[src/rtl/hash_lookup.sv]
// hash_lookup: key/value table lookup client of the byte-sum hash unit.
// Hashes the key, reads one table slot, compares the key, returns hit/miss.
module hash_lookup #(
  parameter int ADDR_W  = 8,
  parameter int TIMEOUT = 16
) (
  input  logic              clk,
  input  logic              rst,
  input  logic              req_valid_i,
  output logic              req_ready_o,
  input  logic [63:0]       req_key_i,
  output logic              hash_start_o,
  output logic [63:0]       hash_key_o,
  input  logic              hash_ready_i,
  input  logic [31:0]       hash_val_i,
  output logic              mem_rd_en_o,
  output logic [ADDR_W-1:0] mem_addr_o,
  input  logic              mem_valid_i,
  input  logic [63:0]       mem_key_i,
  input  logic [31:0]       mem_data_i,
  output logic              resp_valid_o,
  input  logic              resp_ready_i,
  output logic              resp_hit_o,
  output logic              resp_err_o,
  output logic [ADDR_W-1:0] resp_addr_o,
  output logic [31:0]       resp_data_o
);

  localparam int CNT_W = $clog2(TIMEOUT);
  localparam logic [CNT_W-1:0] CNT_MAX =
    CNT_W'(TIMEOUT - 1);

  typedef enum logic [2:0] {
    S_IDLE,
    S_START,
    S_WAIT,
    S_READ,
    S_CMP,
    S_RESP
  } state_t;

  state_t            r_state;
  state_t            w_next;
  logic [63:0]       r_key;
  logic [ADDR_W-1:0] r_addr;
  logic [CNT_W-1:0]  r_cnt;
  logic              r_hit;
  logic              r_err;
  logic [ADDR_W-1:0] r_resp_addr;
  logic [31:0]       r_data;
  logic              w_hit;
  logic              w_tmo;
  logic              w_unused;

  // only the low ADDR_W hash bits form the address
  assign w_unused = ^hash_val_i;

  assign w_hit = mem_valid_i && (mem_key_i == r_key);
  assign w_tmo = (r_cnt == CNT_MAX);

  always_comb begin
    w_next = r_state;
    unique case (r_state)
      S_IDLE:  if (req_valid_i) w_next = S_START;
      S_START: w_next = S_WAIT;
      S_WAIT: begin
        if (hash_ready_i)
          w_next = S_READ;
        else if (w_tmo)
          w_next = S_RESP;
      end
      S_READ:  w_next = S_CMP;
      S_CMP:   w_next = S_RESP;
      S_RESP:  if (resp_ready_i) w_next = S_IDLE;
      default: w_next = S_IDLE;
    endcase
  end

  always_ff @(posedge clk or negedge rst) begin
    if (!rst) r_state <= S_IDLE;
    else      r_state <= w_next;
  end

  always_ff @(posedge clk or negedge rst) begin
    if (!rst) begin
      r_key       <= '0;
      r_addr      <= '0;
      r_cnt       <= '0;
      r_hit       <= 1'b0;
      r_err       <= 1'b0;
      r_resp_addr <= '0;
      r_data      <= '0;
    end else begin
      unique case (r_state)
        S_IDLE: begin
          if (req_valid_i) r_key <= req_key_i;
        end
        S_START: r_cnt <= '0;
        S_WAIT: begin
          if (hash_ready_i) begin
            r_addr <= hash_val_i[ADDR_W-1:0];
          end else if (w_tmo) begin
            r_err       <= 1'b1;
            r_hit       <= 1'b0;
            r_data      <= '0;
            r_addr      <= '0;
            r_resp_addr <= '0;
          end else begin
            r_cnt <= r_cnt + CNT_W'(1);
          end
        end
        S_CMP: begin
          r_hit       <= w_hit;
          r_data      <= w_hit ? mem_data_i : 32'h0;
          r_resp_addr <= r_addr;
          r_err       <= 1'b0;
        end
        default: ;
      endcase
    end
  end

  assign req_ready_o  = (r_state == S_IDLE);
  assign hash_start_o = (r_state == S_START);
  assign hash_key_o   = r_key;
  assign mem_rd_en_o  = (r_state == S_READ);
  assign mem_addr_o   = r_addr;
  assign resp_valid_o = (r_state == S_RESP);
  assign resp_hit_o   = r_hit;
  assign resp_err_o   = r_err;
  assign resp_addr_o  = r_resp_addr;
  assign resp_data_o  = r_data;

endmodule

[config.mk]
export PLATFORM = sky130hd
export DESIGN_NAME = hash_lookup
export DESIGN_NICKNAME = d
export VERILOG_FILES = /design/src/rtl/hash_lookup.sv
export SDC_FILE = /design/constraint.sdc
export NUM_CORES = 1
export LEC_CHECK = 0
export CAP_MARGIN = 20
export CORE_AREA = 2 2 121 123
export CTS_CLUSTER_SIZE = 14
export DETAILED_ROUTE_END_ITERATION = 16
export DIE_AREA = 0 0 123 125
export DONT_BUFFER_PORTS = 1
export GPL_ROUTABILITY_DRIVEN = 0
export GPL_TIMING_DRIVEN = 0
export SETUP_SLACK_MARGIN = 0.4
export SYNTH_ARGS = -nofsm -noshare
export SYNTH_HDL_FRONTEND = slang
export SYNTH_SLANG_ARGS = --single-unit
[constraint.sdc]
create_clock -name clk -period 4.05 [get_ports clk]
set_input_delay 1.215 -clock clk [delete_from_list [all_inputs] [get_ports clk]]
set_output_delay 1.215 -clock clk [all_outputs]
set_load 0.05 [all_outputs]
# Word-level counts from Yosys, hierarchy flattened
# Cells that the tools add are included.
word_totals:
  regBits: 121
  input_bits: 198
  out_inout_bits: 118
  word_cells: 54
op_classes:
  add_sub_neg: 1
  eq_ne: 13
  mux: 22
  reduce_logical: 10
op_table:
  columns: ["operator", "n"]
  rows:
  - ["2-to-1 mux 32 bit", 3]
  - ["== test 64 bit", 1]
  - ["case mux 32 bit (2 select lines)", 1]
  - ["2-to-1 mux 8 bit", 3]
  - ["case mux 3 bit (6 select lines)", 1]
  - ["case mux 8 bit (2 select lines)", 1]
  - ["2-to-1 mux 3 bit", 4]
  - ["AND reduction 3 bit", 3]
  - ["2-to-1 mux 4 bit", 2]
  - ["!= test 2 bit (second input constant)", 4]
  - ["case mux 4 bit (2 select lines)", 1]
  - ["== test 3 x 2 -> 1 bit (second input constant)", 2]
  - ["== test 3 bit (second input constant)", 2]
  - ["nonzero test 2 bit", 3]
  - ["adder 4 x 1 -> 4 bit (second input constant)", 1]
  - ["== test 4 bit (second input constant)", 1]
  - ["2-to-1 mux 1 bit", 4]
  - ["case mux 1 bit (2 select lines)", 2]
  - ["AND reduction 2 bit", 2]
  - ["== test 3 x 1 -> 1 bit (second input constant)", 1]
  - ["logical NOT 3 bit", 1]
  - ["!= test 3 bit (second input constant)", 1]
  - ["!= test 2 x 1 -> 1 bit (second input constant)", 1]
  - ["logical AND 1 bit", 1]

# Logic depth before layout (Yosys ltp)
depth:
  ltp_word: 4
  mapped_depth: 8

# Worst setup path before layout
# Ideal clock, no wire load.
synth_timing:
  path_kind: "register -> output"
  startpoint: "register r_state[0]"
  endpoint: "output port req_ready_o"
  arrival_time_ns: 1.710
  required_ns: 2.835
  setup_slack_ns: 1.125
  stages_incl_launch_ff: 3
  cell_sequence: "dfrtp_1 > clkbuf_1 > nor3_1"
synth_via:
  elab_chain_cells: 1
synth_rtl:
  columns: ["element", "line_no", "text"]
  rows:
  - ["start: declaration", "42", "state_t r_state;"]
  - ["start signal: assignment", "81", "else r_state <= w_next;"]
  - ["logical NOT 3 bit", "123", "assign req_ready_o = (r_state == S_IDLE);"]
  - ["end: declaration", "10", "output logic req_ready_o,"]
# No other way between the ends.

# Final worst setup path
layout_timing:
  startpoint: "register r_state[0]"
  endpoint: "output port hash_start_o"
layout_via:
  elab_chain_cells: 1
layout_rtl:
  columns: ["element", "line_no", "text"]
  rows:
  - ["== test 3 x 1 -> 1 bit", "124", "assign hash_start_o = (r_state == S_START);"]
  - ["end: declaration", "12", "output logic hash_start_o,"]
# No other way between the ends.

==> flow_summary.yaml <==
detailed_routing:
  drt_iter0_drc: 166
  via_count: 3607
  drt-wirelength-per-cell_um: 22.5
  wl_um: 14100
  vias_per_cell: 5.73
  drt_pass1_iterations: 4
  ant_nets: 0
  drc: 0
timing:
  finalCriticalPeriod_ps: 3340
  slew_violations: 0
  setup_viol: 0
  fin_skew_ps: 9.16
  hold_violations: 0
  rsz0062_at_grt: "false"
  max_freq_mhz: 299
  tns_ps: 0
  finalCritPeriodShare_pct: 82.6
  relSlewSlack_pct: 41.1
  worst_pin_slew_ps: 879
critical_path:
  start_kind: "register"
  cp_top_family: "buffers and inverters"
  reg2reg_from: "r_state[0]"
  r2r_cells: 6
  r2r_setup_slack_ps: 1220
  cpMostUsedCell: "clkbuf_1"
  r2r_end: "hash_key_o[7]"
  crit_start: "r_state[0]"
  cp_slowest_stage_delay_ps: 460
  required_ps: 2830
  cp_num_cells: 4
  arrival_ps: 2130
  cp_max_fo: 10
  crit_slowest_cell: "nor2_2"
  critPathCaptureType: "output port"
  crit_buf_inv: 2
  crit_path_end: "hash_start_o"
  critPathKind: "reg -> out"
  crit_chain: "clkbuf_1 -> clkbuf_1 -> nand2_1 -> nor2_2"
logic_synthesis:
  post_synth.cell_area_avg_um2: 12.9
  synth_most_common_cell: "dfrtp_1"
  synth.area.top_cells: "dfrtp_1 (57%), mux2_1 (12%), xnor2_1 (8.4%), a22o_1 (8.1%), nand4_1 (1.8%)"
  synth_cell_type_count: 37
  syn_area_mm2: 0.00532
  yosys_warnings: 0
  synthFlopType: "dfrtp_1"
  yosys.area.top_type: "dfrtp_1"
  ys_async_sr_fraction_pct: 100
  synth_edf_count: 0
  synth_top_area_share_pct: 56.9
  yosys-top-cells-count: "dfrtp_1 (121), mux2_1 (58), xnor2_1 (51)"
  ys_seq_area_share_pct: 56.9
  synth_seq_cells: 121
  netlist_instances: 413
  synth_nets: 612
pwr:
  cellPowerDensity_mw_per_mm2: 1030
  p_comb_share_pct: 19.9
  p_int_mw: 3.23
  p_sw_mw: 3.12
  p_clk_share_pct: 24.0
  p_total_mw: 6.35
  leakagePower_nw: 2.63
  seq_power_share_pct: 56.0
  switching_share_pct: 49.2
  ir_worst_vdd_mv: 0.590
clock_network:
  htreeDepth: 4
  hold_buffers: 0
  cts_buffers: 17
  cts_sinks: 121
  post_cts_buffers: 0
  clockBufferDepth: 2
  cts_tree: "yes"
  path_clk_slew_ps: 50
  worstSkewPairLatency_ps: 410
  cts_root_buf: "clkbuf_16"
  post_cts_resized: 0
die:
  die-area_mm2: 0.0154
  ios: 316
  rows: 44
  die_w_um: 123
  coreArea_mm2: 0.0142
  start_util_pct: 37.4
  die_y_um: 125
placement:
  hpwl_um: 10800
  portBuffers: 0
global_route:
  antenna_found_initial: 1
  track_usage_pct: 18.3
  gr-total-overflow: 0
  grt_max_degree: 122
  grt_first_pass_wirelength_um: 20900
  grt_pass1_vias: 3670
hold_path:
  hp-class: "in -> async"
final_layout:
  fin_nets: 631
  final_layout_size_suffix_gt1_share_pct: 10.4
  syn2layout_area_growth_pct: 15.9
  fill_cells: 1304
run:
  cap_violations: 0
run_status:
  status: "complete, no violations"
## metrics by stage
step	util (%)	cell area, um2	hold slack (ps)	std cells	worst slack (ps)
after floorplan	-	5320	486	413	1120
after global placement	39.1	5550	511	597	734
after detailed placement	39.1	5550	518	597	732
after CTS	43.3	6160	481	628	487
after global routing	43.4	6160	477	628	549
final	43.4	6160	508	629	705
## worst reg2reg max path, delay by kind of cell (launching register included)
| family | cells | cell delay [ps] |
|---|---|---|
| simple gates | 2 | 1020 |
| buf+inv | 3 | 920 |
| flops | 1 | 400 |
| mux | 1 | 370 |
## cells in the final DEF, fill, tap and decap left out, types with 3 or more instances in the layout
master / Yosys / layout
xnor2_1: 51 / 51
dfrtp_1: 121 / 121
a31oi_1: 3 / 3
a21oi_1: 7 / 7
buf_6: 4 / 4
mux2_1: 58 / 58
nor4_1: 4 / 4
xor2_1: 4 / 4
buf_2: 6 / 6
nand2b_1: 3 / 3
inv_1: 9 / 9
bufinv_16: 0 / 3
and3_1: 3 / 3
clkinvlp_4: 0 / 4
clkbuf_1: 11 / 13
nand2_1: 13 / 13
o21ai_0: 18 / 18
a22o_1: 49 / 49
nand4_1: 15 / 15
nor2_1: 9 / 7
clkbuf_16: 0 / 17
## power by group through the flow
stage / Sequential [mW] / Combinational (mW) / Clock, mW
after floorplan: 3.42 / 1.03 / 0
after global placement: 3.58 / 1.23 / 0
after detailed placement: 3.59 / 1.28 / 0
after CTS: 3.56 / 1.28 / 1.56
after global routing: 3.63 / 1.43 / 1.63
final: 3.56 / 1.27 / 1.53
## registers in the layout, indices dropped and copies added, names as in the netlist
signal / count
hash_key_o: 64
mem_addr_o: 8
r_cnt: 4
r_state: 3
resp_addr_o: 8
resp_data_o: 32
resp_err_o: 1
resp_hit_o: 1
## routing by layer
layer / vias to the layer above / global-route usage, % / routed length (um)
li1: 1548 / - / -
met1: 1830 / 20.8 / 5400
met2: 214 / 31.8 / 7280
met3: 15 / 6.34 / 1260
met4: 0 / 6.55 / 205
met5: - / 0 / 0
## area by class of cell
type	instances	area [um2]	area share, %
diodes	1	2.50	0.0406
inverters	10	37.5	0.609
plain buffers	21	116	1.89
well taps	184	230	3.74
flip-flops and latches	121	3030	49.1
clock buffers	21	460	7.47
multi-input cells	261	2150	34.8
clock inverters	10	143	2.31
## how the worst min path moves through the flow
| stage | from | endpoint | cells after the start |
|---|---|---|---|
| final | rst | hash_key_o[34] | 0 |
| after CTS | rst | hash_key_o[34] | 0 |
| after floorplan | r_cnt[1] | r_cnt[1] | 2 |
| after global placement | r_cnt[1] | r_cnt[1] | 2 |
| after detailed placement | r_cnt[1] | r_cnt[1] | 2 |
| after global routing | rst | hash_key_o[10] | 0 |
## cell families after synthesis
group | share of synthesized area (%)
multiplexers | 12.3
adder cells (fa/ha/maj) | 0.235
AND/OR/NAND/NOR | 6.14
XOR/XNOR | 9.06
buffers and inverters | 2.89
flip-flops | 56.9
AO/OA/AOI/OAI | 12.4
Note: power is estimated with default switching activity, not from simulation.
